### src/rtl/gps_pkg.sv
// Shared GPS C/A definitions: code length, G2 phase-selector taps, acquisition states.
// Latency: n/a (constants and types only).
// Backpressure: n/a.
package gps_pkg;

    localparam int CA_LEN = 1023;

    // Pair of G2 stage indices (1..10) XORed to form the delayed G2 output
    typedef struct packed {
        logic [3:0] t1;
        logic [3:0] t2;
    } g2_taps_t;

    // Entry 0 is PRN 1
    localparam g2_taps_t G2_TAPS [32] = '{
        '{4'd2, 4'd6},  '{4'd3, 4'd7},  '{4'd4, 4'd8},  '{4'd5, 4'd9},
        '{4'd1, 4'd9},  '{4'd2, 4'd10}, '{4'd1, 4'd8},  '{4'd2, 4'd9},
        '{4'd3, 4'd10}, '{4'd2, 4'd3},  '{4'd3, 4'd4},  '{4'd5, 4'd6},
        '{4'd6, 4'd7},  '{4'd7, 4'd8},  '{4'd8, 4'd9},  '{4'd9, 4'd10},
        '{4'd1, 4'd4},  '{4'd2, 4'd5},  '{4'd3, 4'd6},  '{4'd4, 4'd7},
        '{4'd5, 4'd8},  '{4'd6, 4'd9},  '{4'd1, 4'd3},  '{4'd4, 4'd6},
        '{4'd5, 4'd7},  '{4'd6, 4'd8},  '{4'd7, 4'd9},  '{4'd8, 4'd10},
        '{4'd1, 4'd6},  '{4'd2, 4'd7},  '{4'd3, 4'd8},  '{4'd4, 4'd9}
    };

    typedef enum logic [1:0] {
        ST_IDLE   = 2'd0,
        ST_SEARCH = 2'd1,
        ST_SLIP   = 2'd2,
        ST_TRACK  = 2'd3
    } state_e;

endpackage

### src/rtl/gps_ca_gen.sv
// C/A Gold-code replica: G1/G2 LFSRs with PRN-selected G2 phase taps.
// Latency: chip_o is combinational from the current register state.
// Backpressure: none; state moves only on adv_i, returns to all ones after 1023 advances.
module gps_ca_gen
    import gps_pkg::*;
(
    input  logic       clk_i,
    input  logic       rst_i,
    input  logic       reload_i,
    input  logic       adv_i,
    input  logic [4:0] prn_idx_i,
    output logic       chip_o
);

    logic [10:1] g1_q, g1_d;
    logic [10:1] g2_q, g2_d;
    logic [9:0]  cnt_q, cnt_d;
    g2_taps_t    taps;

    // Select the PRN's tap pair and form the output chip
    always_comb begin
        taps   = G2_TAPS[prn_idx_i];
        chip_o = g1_q[10] ^ g2_q[taps.t1] ^ g2_q[taps.t2];
    end

    // Next-state: reload, wrap at end of code period, or shift both LFSRs
    always_comb begin
        g1_d  = g1_q;
        g2_d  = g2_q;
        cnt_d = cnt_q;
        if (reload_i) begin
            g1_d  = '1;
            g2_d  = '1;
            cnt_d = '0;
        end else if (adv_i) begin
            if (cnt_q == 10'(CA_LEN - 1)) begin
                g1_d  = '1;
                g2_d  = '1;
                cnt_d = '0;
            end else begin
                g1_d  = {g1_q[9:1], g1_q[3] ^ g1_q[10]};
                g2_d  = {g2_q[9:1], g2_q[2] ^ g2_q[3] ^ g2_q[6] ^ g2_q[8] ^ g2_q[9] ^ g2_q[10]};
                cnt_d = cnt_q + 10'd1;
            end
        end
    end

    // Generator state registers
    always_ff @(posedge clk_i) begin
        if (rst_i) begin
            g1_q  <= '1;
            g2_q  <= '1;
            cnt_q <= '0;
        end else begin
            g1_q  <= g1_d;
            g2_q  <= g2_d;
            cnt_q <= cnt_d;
        end
    end

endmodule

### src/rtl/gps_ca_acquire.sv
// Serial C/A code acquisition: slides a local replica one chip per failed epoch until lock.
// Latency: epoch result (corr_valid/corr_count/locked) registered one cycle after the 1023rd chip.
// Backpressure: none; chip_valid=0 cycles simply stall the search.
module gps_ca_acquire
    import gps_pkg::*;
#(
    parameter int LOCK_THRESH = 1000,
    parameter int LOSS_THRESH = 900,
    parameter int MAX_SLIPS   = 1023
) (
    input  logic        sys_clk_50,
    input  logic        sync_rst_in,
    input  logic [5:0]  sv_num,
    input  logic        start,
    input  logic        chip_valid,
    input  logic        chip_in,
    output logic        busy,
    output logic        locked,
    output logic [9:0]  lock_phase,
    output logic        corr_valid,
    output logic [10:0] corr_count,
    output logic        search_fail
);

    state_e      state_q;
    logic [4:0]  prn_q, prn_d;
    logic [9:0]  epoch_q;
    logic [10:0] match_q, match_d;
    logic [9:0]  slip_q;
    logic        busy_q, locked_q, corr_vld_q, fail_q;
    logic [9:0]  phase_q;
    logic [10:0] corr_cnt_q;

    logic        sv_ok, in_corr, epoch_end;
    logic        gen_adv, gen_reload, local_chip;

    // Start qualification, generator strobes and running match count
    always_comb begin
        sv_ok      = (sv_num != 6'd0) && (sv_num <= 6'd32);
        prn_d      = sv_num[4:0] - 5'd1;
        in_corr    = (state_q == ST_SEARCH) || (state_q == ST_TRACK);
        gen_reload = start && sv_ok;
        gen_adv    = !start && chip_valid && in_corr;
        match_d    = match_q + {10'd0, chip_in == local_chip};
        epoch_end  = (epoch_q == 10'(CA_LEN - 1));
    end

    gps_ca_gen u_gen (
        .clk_i     (sys_clk_50),
        .rst_i     (sync_rst_in),
        .reload_i  (gen_reload),
        .adv_i     (gen_adv),
        .prn_idx_i (prn_q),
        .chip_o    (local_chip)
    );

    // Acquisition FSM, epoch accumulation and result registers
    always_ff @(posedge sys_clk_50) begin
        if (sync_rst_in) begin
            state_q    <= ST_IDLE;
            prn_q      <= '0;
            epoch_q    <= '0;
            match_q    <= '0;
            slip_q     <= '0;
            busy_q     <= 1'b0;
            locked_q   <= 1'b0;
            phase_q    <= '0;
            corr_vld_q <= 1'b0;
            corr_cnt_q <= '0;
            fail_q     <= 1'b0;
        end else begin
            corr_vld_q <= 1'b0;
            fail_q     <= 1'b0;
            if (start) begin
                // Any start abandons the current search; the coincident chip is dropped
                epoch_q  <= '0;
                match_q  <= '0;
                slip_q   <= '0;
                locked_q <= 1'b0;
                phase_q  <= '0;
                if (sv_ok) begin
                    state_q <= ST_SEARCH;
                    prn_q   <= prn_d;
                    busy_q  <= 1'b1;
                end else begin
                    state_q <= ST_IDLE;
                    busy_q  <= 1'b0;
                    fail_q  <= 1'b1;
                end
            end else if (chip_valid) begin
                case (state_q)
                    ST_SEARCH, ST_TRACK: begin
                        if (epoch_end) begin
                            epoch_q    <= '0;
                            match_q    <= '0;
                            corr_vld_q <= 1'b1;
                            corr_cnt_q <= match_d;
                            if (state_q == ST_SEARCH) begin
                                if (match_d >= 11'(LOCK_THRESH)) begin
                                    state_q  <= ST_TRACK;
                                    locked_q <= 1'b1;
                                end else begin
                                    state_q <= ST_SLIP;
                                end
                            end else if (match_d < 11'(LOSS_THRESH)) begin
                                state_q  <= ST_SLIP;
                                locked_q <= 1'b0;
                            end
                        end else begin
                            epoch_q <= epoch_q + 10'd1;
                            match_q <= match_d;
                        end
                    end
                    ST_SLIP: begin
                        // This chip is swallowed with the replica held: one chip of phase shift
                        phase_q <= (phase_q == 10'(CA_LEN - 1)) ? '0 : phase_q + 10'd1;
                        if (slip_q == 10'(MAX_SLIPS - 1)) begin
                            state_q  <= ST_IDLE;
                            busy_q   <= 1'b0;
                            locked_q <= 1'b0;
                            fail_q   <= 1'b1;
                        end else begin
                            slip_q  <= slip_q + 10'd1;
                            state_q <= ST_SEARCH;
                        end
                    end
                    default: ;
                endcase
            end
        end
    end

    assign busy        = busy_q;
    assign locked      = locked_q;
    assign lock_phase  = phase_q;
    assign corr_valid  = corr_vld_q;
    assign corr_count  = corr_cnt_q;
    assign search_fail = fail_q;

endmodule
### config.mk
export PLATFORM = sky130hd
export DESIGN_NAME = gps_ca_acquire
export DESIGN_NICKNAME = d
export VERILOG_FILES = /design/src/rtl/gps_pkg.sv /design/src/rtl/gps_ca_gen.sv /design/src/rtl/gps_ca_acquire.sv
export SDC_FILE = /design/constraint.sdc
export NUM_CORES = 1
export LEC_CHECK = 0
export CELL_PAD_IN_SITES_DETAIL_PLACEMENT = 1
export CELL_PAD_IN_SITES_GLOBAL_PLACEMENT = 1
export CORE_UTILIZATION = 46
export CTS_BUF_LIST = sky130_fd_sc_hd__clkbuf_4
export DETAILED_ROUTE_END_ITERATION = 8
export PLACE_DENSITY = 0.81
export SYNTH_ARGS = -nofsm -noshare
export SYNTH_HDL_FRONTEND = slang
export SYNTH_SLANG_ARGS = --single-unit
### constraint.sdc
create_clock -name sys_clk_50 -period 5.8 [get_ports sys_clk_50]
set_input_delay 0.58 -clock sys_clk_50 [delete_from_list [all_inputs] [get_ports sys_clk_50]]
set_output_delay 0.58 -clock sys_clk_50 [all_outputs]
set_load 0.02 [all_outputs]
# After elaboration in Yosys (flattened, before gate mapping)
# Memories as Yosys holds them, arrays and structs flattened.
# Cells that the tools add are included.
word_totals:
  wordCells: 115
  memories: 1
  inputBits: 11
  out_inout_bits: 25
  mem_bits_ro: 256
  regBits: 93
mem_list:
  columns: ["name", "depth", "word_bits", "read_ports", "rd_ports_with_merged_regs", "wr", "line_no", "text"]
  rows:
  - ["(name not given)", 32, 8, 1, 0, 0, "gps_ca_gen.sv:22", "taps = G2_TAPS[prn_idx_i];"]
classes:
  n_reduce_logical: 24
  mux: 37
  eq_ne: 14
  add_sub_neg: 6
  magnitude_cmp: 6
  bitwise: 13
op_table:
  columns: ["op", "n"]
  rows:
  - ["10-bit 2-to-1 mux", 5]
  - ["10-bit by 1-bit adder with 10-bit output (second input constant)", 4]
  - ["10-bit equality test (second input constant)", 4]
  - ["1-bit 2-to-1 mux", 20]
  - ["8-bit 2-to-1 mux", 2]
  - ["11-bit by 1-bit adder with 11-bit output", 1]
  - ["11-bit by 10-bit >= comparator with 1-bit output (second input constant)", 1]
  - ["11-bit by 10-bit less-than comparator with 1-bit output (second input constant)", 1]
  - ["11-bit 2-to-1 mux", 1]
  - ["4-bit by 5-bit less-than comparator with 1-bit output (second input constant)", 2]
  - ["2-bit 2-to-1 mux", 5]
  - ["3-bit inequality test (second input constant)", 3]
  - ["1-bit binary-select mux with 4-bit select", 2]
  - ["4-bit AND reduction", 2]
  - ["2-bit nonzero test", 4]
  - ["1-bit XOR", 8]
  - ["6-bit >= comparator (second input constant)", 1]
  - ["6-bit <= comparator (second input constant)", 1]
  - ["5-bit inverter with 6-bit output", 1]
  - ["2-bit AND reduction", 3]
  - ["3-bit AND reduction", 2]
  - ["6-bit AND reduction", 1]
  - ["6-bit nonzero test", 1]
  - ["2-bit OR reduction", 3]
  - ["14 further kinds", 22]

# Longest topological paths before layout
# Gate-level depths: netlist of run 1.
logic_depth:
  ltp_word: 17
  depth_mapped: 19
  mapped_depth_nobuf: 18

# Cells and area by module
# A second synthesis of run 1 with hierarchy kept.
unflattened:
  hier_cells: 639
  hier_area_um2: 5411.4
modules_own_cells:
  columns: ["module", "instances", "area_each_um2", "seq_area_each_um2", "cells_per_inst"]
  rows:
  - ["gps_ca_acquire", 1, 3213.1, 1261.2, 384]
  - ["gps_ca_gen", 1, 2198.4, 600.6, 255]

# Worst setup path after synthesis of run 1
# No wires, ideal clock.
synth_path:
  kind: "register -> register"
  start: "register prn_q[0]"
  end: "register locked_q, in the netlist locked"
  slack_ns: 1.613
  period_less_slack_ns: 4.187
  arrival_ns: 4.102
  required_ns: 5.714
  setup_time_ns: 0.086
  path_buffers: 0
  path_stages_with_launch: 19
  cell_sequence: "dfxtp_1 > inv_1 > ha_1 > o211a_1 > a311oi_2 > nand2_2 > mux4_2 > and3b_1 > nor4_2 > xnor2_1 > ha_1 > ha_1 > nand4_1 > or2_2 > xor2_1 > a41oi_1 > o21ai_0 > a21oi_1 > a211oi_1"
synth_via:
  elab_chain_cells: 13
  elab_cells_between_ends: 17
  classes_between: "add/sub: 1; order compare: 2; eq/ne: 3; mux: 6; bitwise: 3; reduce/logical: 1; memory: 1"
synth_rtl:
  columns: ["item", "line_no", "text"]
  rows:
  - ["start, declared", "gps_ca_acquire.sv:26", "logic [4:0] prn_q, prn_d;"]
  - ["start signal, assigned", "gps_ca_acquire.sv:83", "prn_q <= prn_d;"]
  - ["5-bit inverter with 6-bit output (not written as such) *", "gps_ca_gen.sv:22", null]
  - ["memory read 32 x 8 bit *", null, null]
  - ["8-bit 2-to-1 mux (not written as such) * (2 in a row)", "gps_ca_gen.sv:22", null]
  - ["1-bit binary-select mux with 4-bit select", "gps_ca_gen.sv:23", "chip_o = g1_q[10] ^ g2_q[taps.t1] ^ g2_q[taps.t2];"]
  - ["1-bit 2-to-1 mux (not written as such)", "gps_ca_gen.sv:23", null]
  - ["1-bit XOR", "gps_ca_gen.sv:23", null]
  - ["1-bit XOR *", "gps_ca_gen.sv:23", null]
  - ["1-bit equality test *", "gps_ca_acquire.sv:44", "match_d = match_q + {10'd0, chip_in == local_chip};"]
  - ["11-bit by 1-bit adder with 11-bit output *", "gps_ca_acquire.sv:44", null]
  - ["11-bit by 10-bit >= comparator with 1-bit output or 11-bit by 10-bit less-than comparator with 1-bit output (tied branches)", "gps_ca_acquire.sv:99, gps_ca_acquire.sv:105", null]
  - ["3-bit inequality test (no line)", null, null]
  - ["6-bit AND reduction (no line) *", null, null]
  - ["end signal, assigned", "gps_ca_acquire.sv:101", "locked_q <= 1'b1;"]
  - ["end signal, assigned", "gps_ca_acquire.sv:107", "locked_q <= 1'b0;"]
  - ["end signal, assigned", "gps_ca_acquire.sv:120", "locked_q <= 1'b0;"]
  - ["end, declared", "gps_ca_acquire.sv:30", "logic busy_q, locked_q, corr_vld_q, fail_q;"]
# Mark *: on every way between the ends. The rest lies on a longest branch, timed or not. The select of a mux whose other input is x is not followed.
# A chain may end at the register's enable or synchronous reset.

# Final worst setup path of run 1
layout_path:
  start: "register prn_q[2]"
  end: "register locked_q, in the netlist locked"
# Same word-level chain as after synthesis.

==> results of run 1 <==
-- layer usage --
layer	vias to the layer above	routed length, um	global-route usage	part of all wire
met5	-	0	0	0
met2	60	5890	0.394	0.48
met1	2089	5900	0.290	0.48
met4	0	147	0.0813	0.012
li1	2151	-	-	-
met3	11	395	0.0433	0.032
-- how the worst max path moves through the flow --
stage | start | slack, ns | to | depth (start not counted)
3_3_place_gp | prn_q[2] | 1.02 | locked | 18
2_1_floorplan | prn_q[0] | 1.61 | locked | 18
6_report | prn_q[2] | 0.74 | locked | 18
5_1_grt | prn_q[2] | 0.35 | locked | 18
4_1_cts | prn_q[2] | 0.76 | locked | 18
3_5_place_dp | prn_q[2] | 0.81 | locked | 18
-- worst max-delay path, delay by kind of cell (launching register included) --
kind,cells,cell delay (ns)
mux,1,0.45
fa+ha+maj,3,0.71
simple gates,5,1.07
compound gates,6,1.27
flops,1,0.86
xor+xnor,2,0.41
buf+inv,1,0.22
-- through the flow --
step | util | cells
after global placement | 0.517 | 750
after global routing | 0.531 | 767
after CTS | 0.531 | 766
final | 0.531 | 767
after detailed placement | 0.517 | 750
after floorplan | - | 603
-- final cells by class --
class | count | share of cell area
repair buffers | 37 | 0.0664
diodes | 1 | 0.000455
clock inverters | 6 | 0.0116
well taps | 136 | 0.0309
multi-input cells | 469 | 0.529
flip-flops and latches | 93 | 0.338
inverters | 15 | 0.0102
clock buffers | 10 | 0.0136
-- state kept, by name, summed over array words and instances, names as in the netlist --
signal / count
search_fail: 1
u_gen.cnt_q: 10
state_q: 2
u_gen.g1_q: 10
slip_q: 10
corr_valid: 1
busy: 1
prn_q: 5
match_q: 11
corr_count: 11
epoch_q: 10
u_gen.g2_q: 10
lock_phase: 10
locked: 1
-- logic make-up after synthesis --
family | after synthesis
AO/OA/AOI/OAI | 99
XOR/XNOR | 51
adder cells (fa/ha/maj) | 21
buffers and inverters | 41
flip-flops | 93
multiplexers | 16
AND/OR/NAND/NOR | 282
-- power groups by stage --
stage / registers, uW / clock network [uW] / logic, uW
after global placement: 673 / 0 / 139
after detailed placement: 675 / 0 / 145
final: 661 / 365 / 145
after global routing: 663 / 404 / 159
after CTS: 661 / 380 / 145
after floorplan: 667 / 0 / 111
-- layout by cell type, fill, tap and decap left out, types with 15 or more instances in the layout --
| cell | count |
|---|---|
| o21ai_0 | 17 |
| clkdlybuf4s50_1 | 35 |
| nand4_1 | 17 |
| nor2_1 | 78 |
| nand2_1 | 74 |
| dfxtp_1 | 93 |
| xnor2_1 | 19 |
| a21oi_1 | 30 |
| a211oi_1 | 15 |
| nand3_1 | 42 |
| inv_1 | 15 |
| xor2_1 | 32 |
| nor3_1 | 16 |
| ha_1 | 21 |
==> results.py, run 1 <==
metrics = {
    "outcome": {
        "outcome": "complete, no violations",
    },
    "critical_path": {
        "reg2reg_to": "locked",
        "crit_top_cell": "ha_1",
        "slowest_stage": "dfxtp_1",
        "reg2reg_from": "prn_q[2]",
        "critPathKind": "register to register",
        "setup.worst_path.end_class": "register",
        "crit_arrival_ns": 5.44,
        "r2r_setup_slack_ns": 0.74,
        "crit_fanout": 24,
        "startpoint_type": "register",
        "r2r_cells": 18,
        "worstPathRequired_ns": 6.18,
        "crit_path_cell_trace": "inv_1 -> ha_1 -> o211a_1 -> a311oi_2 -> nand2_2 -> mux4_2 -> and3b_1 -> nor4_2 -> xnor2_1 -> ha_1 -> ha_1 -> nand4_1 -> or2_2 -> xor2_1 -> a41oi_1 -> o21ai_0 -> a21oi_1 -> a211oi_1",
        "slowest_delay_ns": 0.86,
    },
    "yosys": {
        "synth_compound_area_frac": 0.132,
        "synth.distinct_cells": 57,
        "synth_xor_area_frac": 0.0905,
        "syn_area_per_cell_um2": 8.18,
        "synth_edf_count": 0,
        "async_reset_ff_frac": 0,
        "synthSimpleGateAreaFrac": 0.276,
        "yosysMostFrequentCell": "dfxtp_1",
        "yosys.area_share.adder": 0.0533,
        "syn-cell-area_um2": 4930,
        "synth_top_cell_by_area": "dfxtp_1",
        "yosys_warnings": 0,
        "synth_cells": 603,
        "synth-seq-area-share": 0.377,
        "synthTopCellsByArea": "dfxtp_1 (38%), nor2_1 (5.9%), xor2_1 (5.7%)",
        "ys.flop_type": "dfxtp_1",
        "ys_seq_elements": 93,
        "synth.net_count": 635,
        "synthMuxAreaShare": 0.0380,
        "synthTopCellsByCount": "dfxtp_1 (93), nor2_1 (78), nand2_1 (74)",
        "synth_top_area_frac": 0.377,
        "synth_top_family_by_area": "simple AND/OR/NAND/NOR gates",
    },
    "power_and_ir_drop": {
        "power_density_nw_per_um2": 213,
        "report.power.total_uw": 1170,
        "swShare": 0.279,
        "intPower_uw": 844,
        "irDropWorstVdd_v": 0.000126,
        "pwr-share-comb": 0.124,
        "switchingPower_uw": 326,
        "clkPwrFrac": 0.312,
        "leakage_uw": 0.00201,
        "pwr-share-seq": 0.565,
    },
    "cts": {
        "post_cts_buffers": 0,
        "htreeDepth": 3,
        "postCtsHoldBufs": 0,
        "post_cts_resized": 0,
        "numCtsBuffers": 9,
        "cts_tree": "built",
        "cts_root_buf": "clkbuf_4",
        "cts_sinks": 93,
        "insertion_delay_ns": 0.46,
        "cts_buffer_depth": 2,
        "path_clk_slew_ns": 0.15,
    },
    "sta": {
        "fmax_mhz": 198,
        "setup_tns_ns": 0,
        "period_share": 0.873,
        "relSlewSlack": 0.386,
        "rsz0062_at_grt": "false",
        "skew_ns": 0.0134,
        "setup_ws_ns": 0.739,
        "drv_slew": 0,
        "hold_ws_ns": 0.467,
        "worst_slew_pin_slew_ns": 0.918,
        "finalSetupViolations": 0,
        "fin_crit_ns": 5.06,
        "finalHoldViolCount": 0,
    },
    "final_layout": {
        "nNetsFinal": 657,
        "multi_input_area_um2": 2910,
        "final_area_um2": 5500,
        "area_growth_syn_to_layout_pct": 11.6,
        "regArea_um2": 1860,
        "fill_cells": 1279,
        "drive_gt1_frac": 0.0492,
    },
    "routing": {
        "ant_nets": 0,
        "viasPerCell": 5.62,
        "vias": 4311,
        "detail_route.first_pass.iterations": 4,
        "drc_errors": 0,
        "avgRoutedWirePerCell_um": 16.1,
        "dr.first_iter.drc_count": 171,
        "wirelength_um": 12300,
    },
    "placement": {
        "portBuffers": 35,
        "gp_congestion": 0.825,
        "dpl_cell_area_um2": 5360,
        "dp_hpwl_um": 8940,
        "dp_slack_ns": 0.810,
    },
    "run": {
        "cap_violations": 0,
    },
    "floorplan": {
        "die_h_um": 106,
        "core_area_um2": 10400,
        "initial_core_util": 0.476,
        "num_rows": 37,
        "ios": 36,
        "fp.dieW_um": 106,
        "dieArea_um2": 11100,
    },
    "worst_hold_path": {
        "hold_start": "u_gen.g1_q[7]",
        "hold_class": "register to register",
        "min_path_cells": 2,
        "hold-path-endpoint": "u_gen.g1_q[8]",
    },
    "global_routing": {
        "grt_overflow": 0,
        "grt_pass1_wl_um": 20600,
        "antenna_found_initial": 1,
        "grt_max_degree": 33,
        "grt_usage": 0.230,
        "grt_pass1_vias": 4422,
    },
}
(Power assumes the default switching activity.)
==> run 2: changes to the inputs <==
Settings changed: CORE_MARGIN set to 8, SETUP_SLACK_MARGIN set to 0.5.
==> run 2 against run 1 <==
- setup slack better by 0.10 ns
- critical path depth is 2 lower
- critical endpoint is now state_q[0]
- total power is 1.3% lower
- register-to-register slack better by 0.10 ns
- largest power group unchanged
- clock skew is 0.0089 ns higher
- non-clock buffer count is 1 lower
- largest cell class unchanged
- final area is 0.16% lower
- cell count is 0.26% higher
- highest routed layer unchanged
- core utilization is 1.5 points lower
- global-route usage is 5.5 points lower
- sequential cell count stayed put
==> results.py, run 2 (synthesized netlist as in run 1, its figures left out) <==
metrics = {
    "outcome": {
        "outcome": "complete, no violations",
    },
    "routing": {
        "dr.max_layer_used": "met4",
        "drc_errors": 0,
        "dr.first_iter.drc_count": 307,
        "viasPerCell": 5.69,
        "wirelength_um": 12400,
        "avgRoutedWirePerCell_um": 16.1,
        "vias": 4379,
        "wl_met2_um": 5890,
        "ant_nets": 0,
        "wl_met1_um": 5960,
        "wl_met3_um": 387,
        "detail_route.first_pass.iterations": 4,
    },
    "floorplan": {
        "fp.dieW_um": 120,
        "num_rows": 38,
        "ios": 36,
        "core_area_um2": 10700,
        "die_h_um": 120,
        "initial_core_util": 0.463,
        "dieArea_um2": 14300,
    },
    "sta": {
        "setup_tns_ns": 0,
        "drv_slew": 0,
        "hold_ws_ns": 0.471,
        "rsz0062_at_grt": "false",
        "finalHoldViolCount": 0,
        "worst_slew_pin_slew_ns": 1.03,
        "fmax_mhz": 202,
        "fin_crit_ns": 4.96,
        "relSlewSlack": 0.315,
        "period_share": 0.855,
        "skew_ns": 0.0224,
        "finalSetupViolations": 0,
    },
    "critical_path": {
        "worstPathRequired_ns": 6.18,
        "crit_arrival_ns": 5.33,
        "cp.buffers_inverters": 0,
        "setup.worst_path.end_class": "register",
        "r2r_setup_slack_ns": 0.84,
        "critPathKind": "register to register",
        "crit_family": "compound AO/OA/AOI/OAI gates",
        "crit_top_cell": "xnor2_1",
        "startpoint_type": "register",
        "crit_path_cell_trace": "xnor2_1 -> a311oi_2 -> nand2_2 -> mux4_2 -> and3b_1 -> nor4_2 -> xnor2_1 -> ha_1 -> ha_1 -> nand4_1 -> or2_2 -> xnor2_1 -> o21ai_0 -> a211oi_1 -> o221ai_1 -> o21ai_0",
        "r2r_cells": 16,
        "slowest_delay_ns": 1.02,
        "reg2reg_from": "prn_q[3]",
        "crit_fanout": 32,
        "slowest_stage": "dfxtp_1",
        "reg2reg_to": "state_q[0]",
        "cp-startpoint": "prn_q[3]",
    },
    "cts": {
        "cts_buffer_depth": 2,
        "postCtsHoldBufs": 0,
        "post_cts_resized": 0,
        "insertion_delay_ns": 0.47,
        "htreeDepth": 3,
        "cts_tree": "built",
        "cts_sinks": 93,
        "path_clk_slew_ns": 0.14,
        "post_cts_buffers": 0,
        "cts_root_buf": "clkbuf_4",
        "numCtsBuffers": 9,
    },
    "final_layout": {
        "fin_util": 0.516,
        "area_growth_syn_to_layout_pct": 11.4,
        "layout_common_cells": "dfxtp_1 (92), nor2_1 (78), nand2_1 (74), nand3_1 (42), clkdlybuf4s50_1 (35)",
        "mostFrequentLayoutCell": "dfxtp_1",
        "num_antenna_cells": 0,
        "nNetsFinal": 656,
        "drive_gt1_frac": 0.0493,
        "final_area_um2": 5500,
    },
    "global_routing": {
        "grt_pass1_wl_um": 20900,
        "antenna_found_initial": 0,
        "grt_max_degree": 33,
        "grt_usage": 0.176,
        "grt_pass1_vias": 4317,
        "grt_overflow": 0,
    },
    "worst_hold_path": {
        "hold_start": "u_gen.g1_q[7]",
        "hold-path-endpoint": "u_gen.g1_q[8]",
        "hold_class": "register to register",
        "min_path_cells": 2,
    },
    "power_and_ir_drop": {
        "power_density_nw_per_um2": 210,
        "leakage_uw": 0.00200,
        "irDropWorstVdd_v": 0.0000988,
    },
    "placement": {
        "portBuffers": 35,
        "dpl_cell_area_um2": 5360,
        "dp_hpwl_um": 9090,
        "gp_congestion": 0.819,
    },
    "run": {
        "cap_violations": 0,
    },
}
## run 2: final cells by class
cell class | count | area, um^2
multi-input cells | 469 | 2910
well taps | 140 | 175
repair buffers | 36 | 358
inverters | 15 | 56.3
clock buffers | 9 | 67.6
flip-flops and latches | 93 | 1860
clock inverters | 7 | 66.3
fillers | 1315 | 5150
## run 2: power breakdown
| group | switching (uW) | total [uW] | internal (uW) |
|---|---|---|---|
| clock | 222 | 350 | 128 |
| combinational | 79.2 | 141 | 61.8 |
| sequential | 17.8 | 664 | 646 |
## run 2: worst register-to-register path, delay by kind of cell, from the launching register on
family                   cells  cell delay, ns
AO/OA/AOI/OAI                5            1.16
AND/OR/NAND/NOR              5            1.11
flip-flops                   1            1.02
XOR/XNOR                     3            0.69
multiplexers                 1            0.45
adder cells (fa/ha/maj)      2            0.44
## run 2: layer usage
metal  GRT usage  vias up
li1            -     2160
met1       0.226     2151
met2       0.290       55
met3      0.0329       13
met4      0.0632        0
met5           0        -
## run 2: how the worst max path moves through the flow
stage	to	slack [ns]	cells past startpoint
after floorplan	locked	1.61	18
after global placement	locked	1.04	18
after detailed placement	locked	0.81	18
after CTS	locked	0.73	18
after global routing	state_q[0]	0.56	16
final	state_q[0]	0.84	16
## run 2: metrics by stage
stage	power, uW	setup slack [ns]	instances
after CTS	1170	0.732	769
after global routing	1220	0.558	769
final	1160	0.841	769
after detailed placement	819	0.809	753
after global placement	811	1.04	753
after floorplan	778	1.61	603
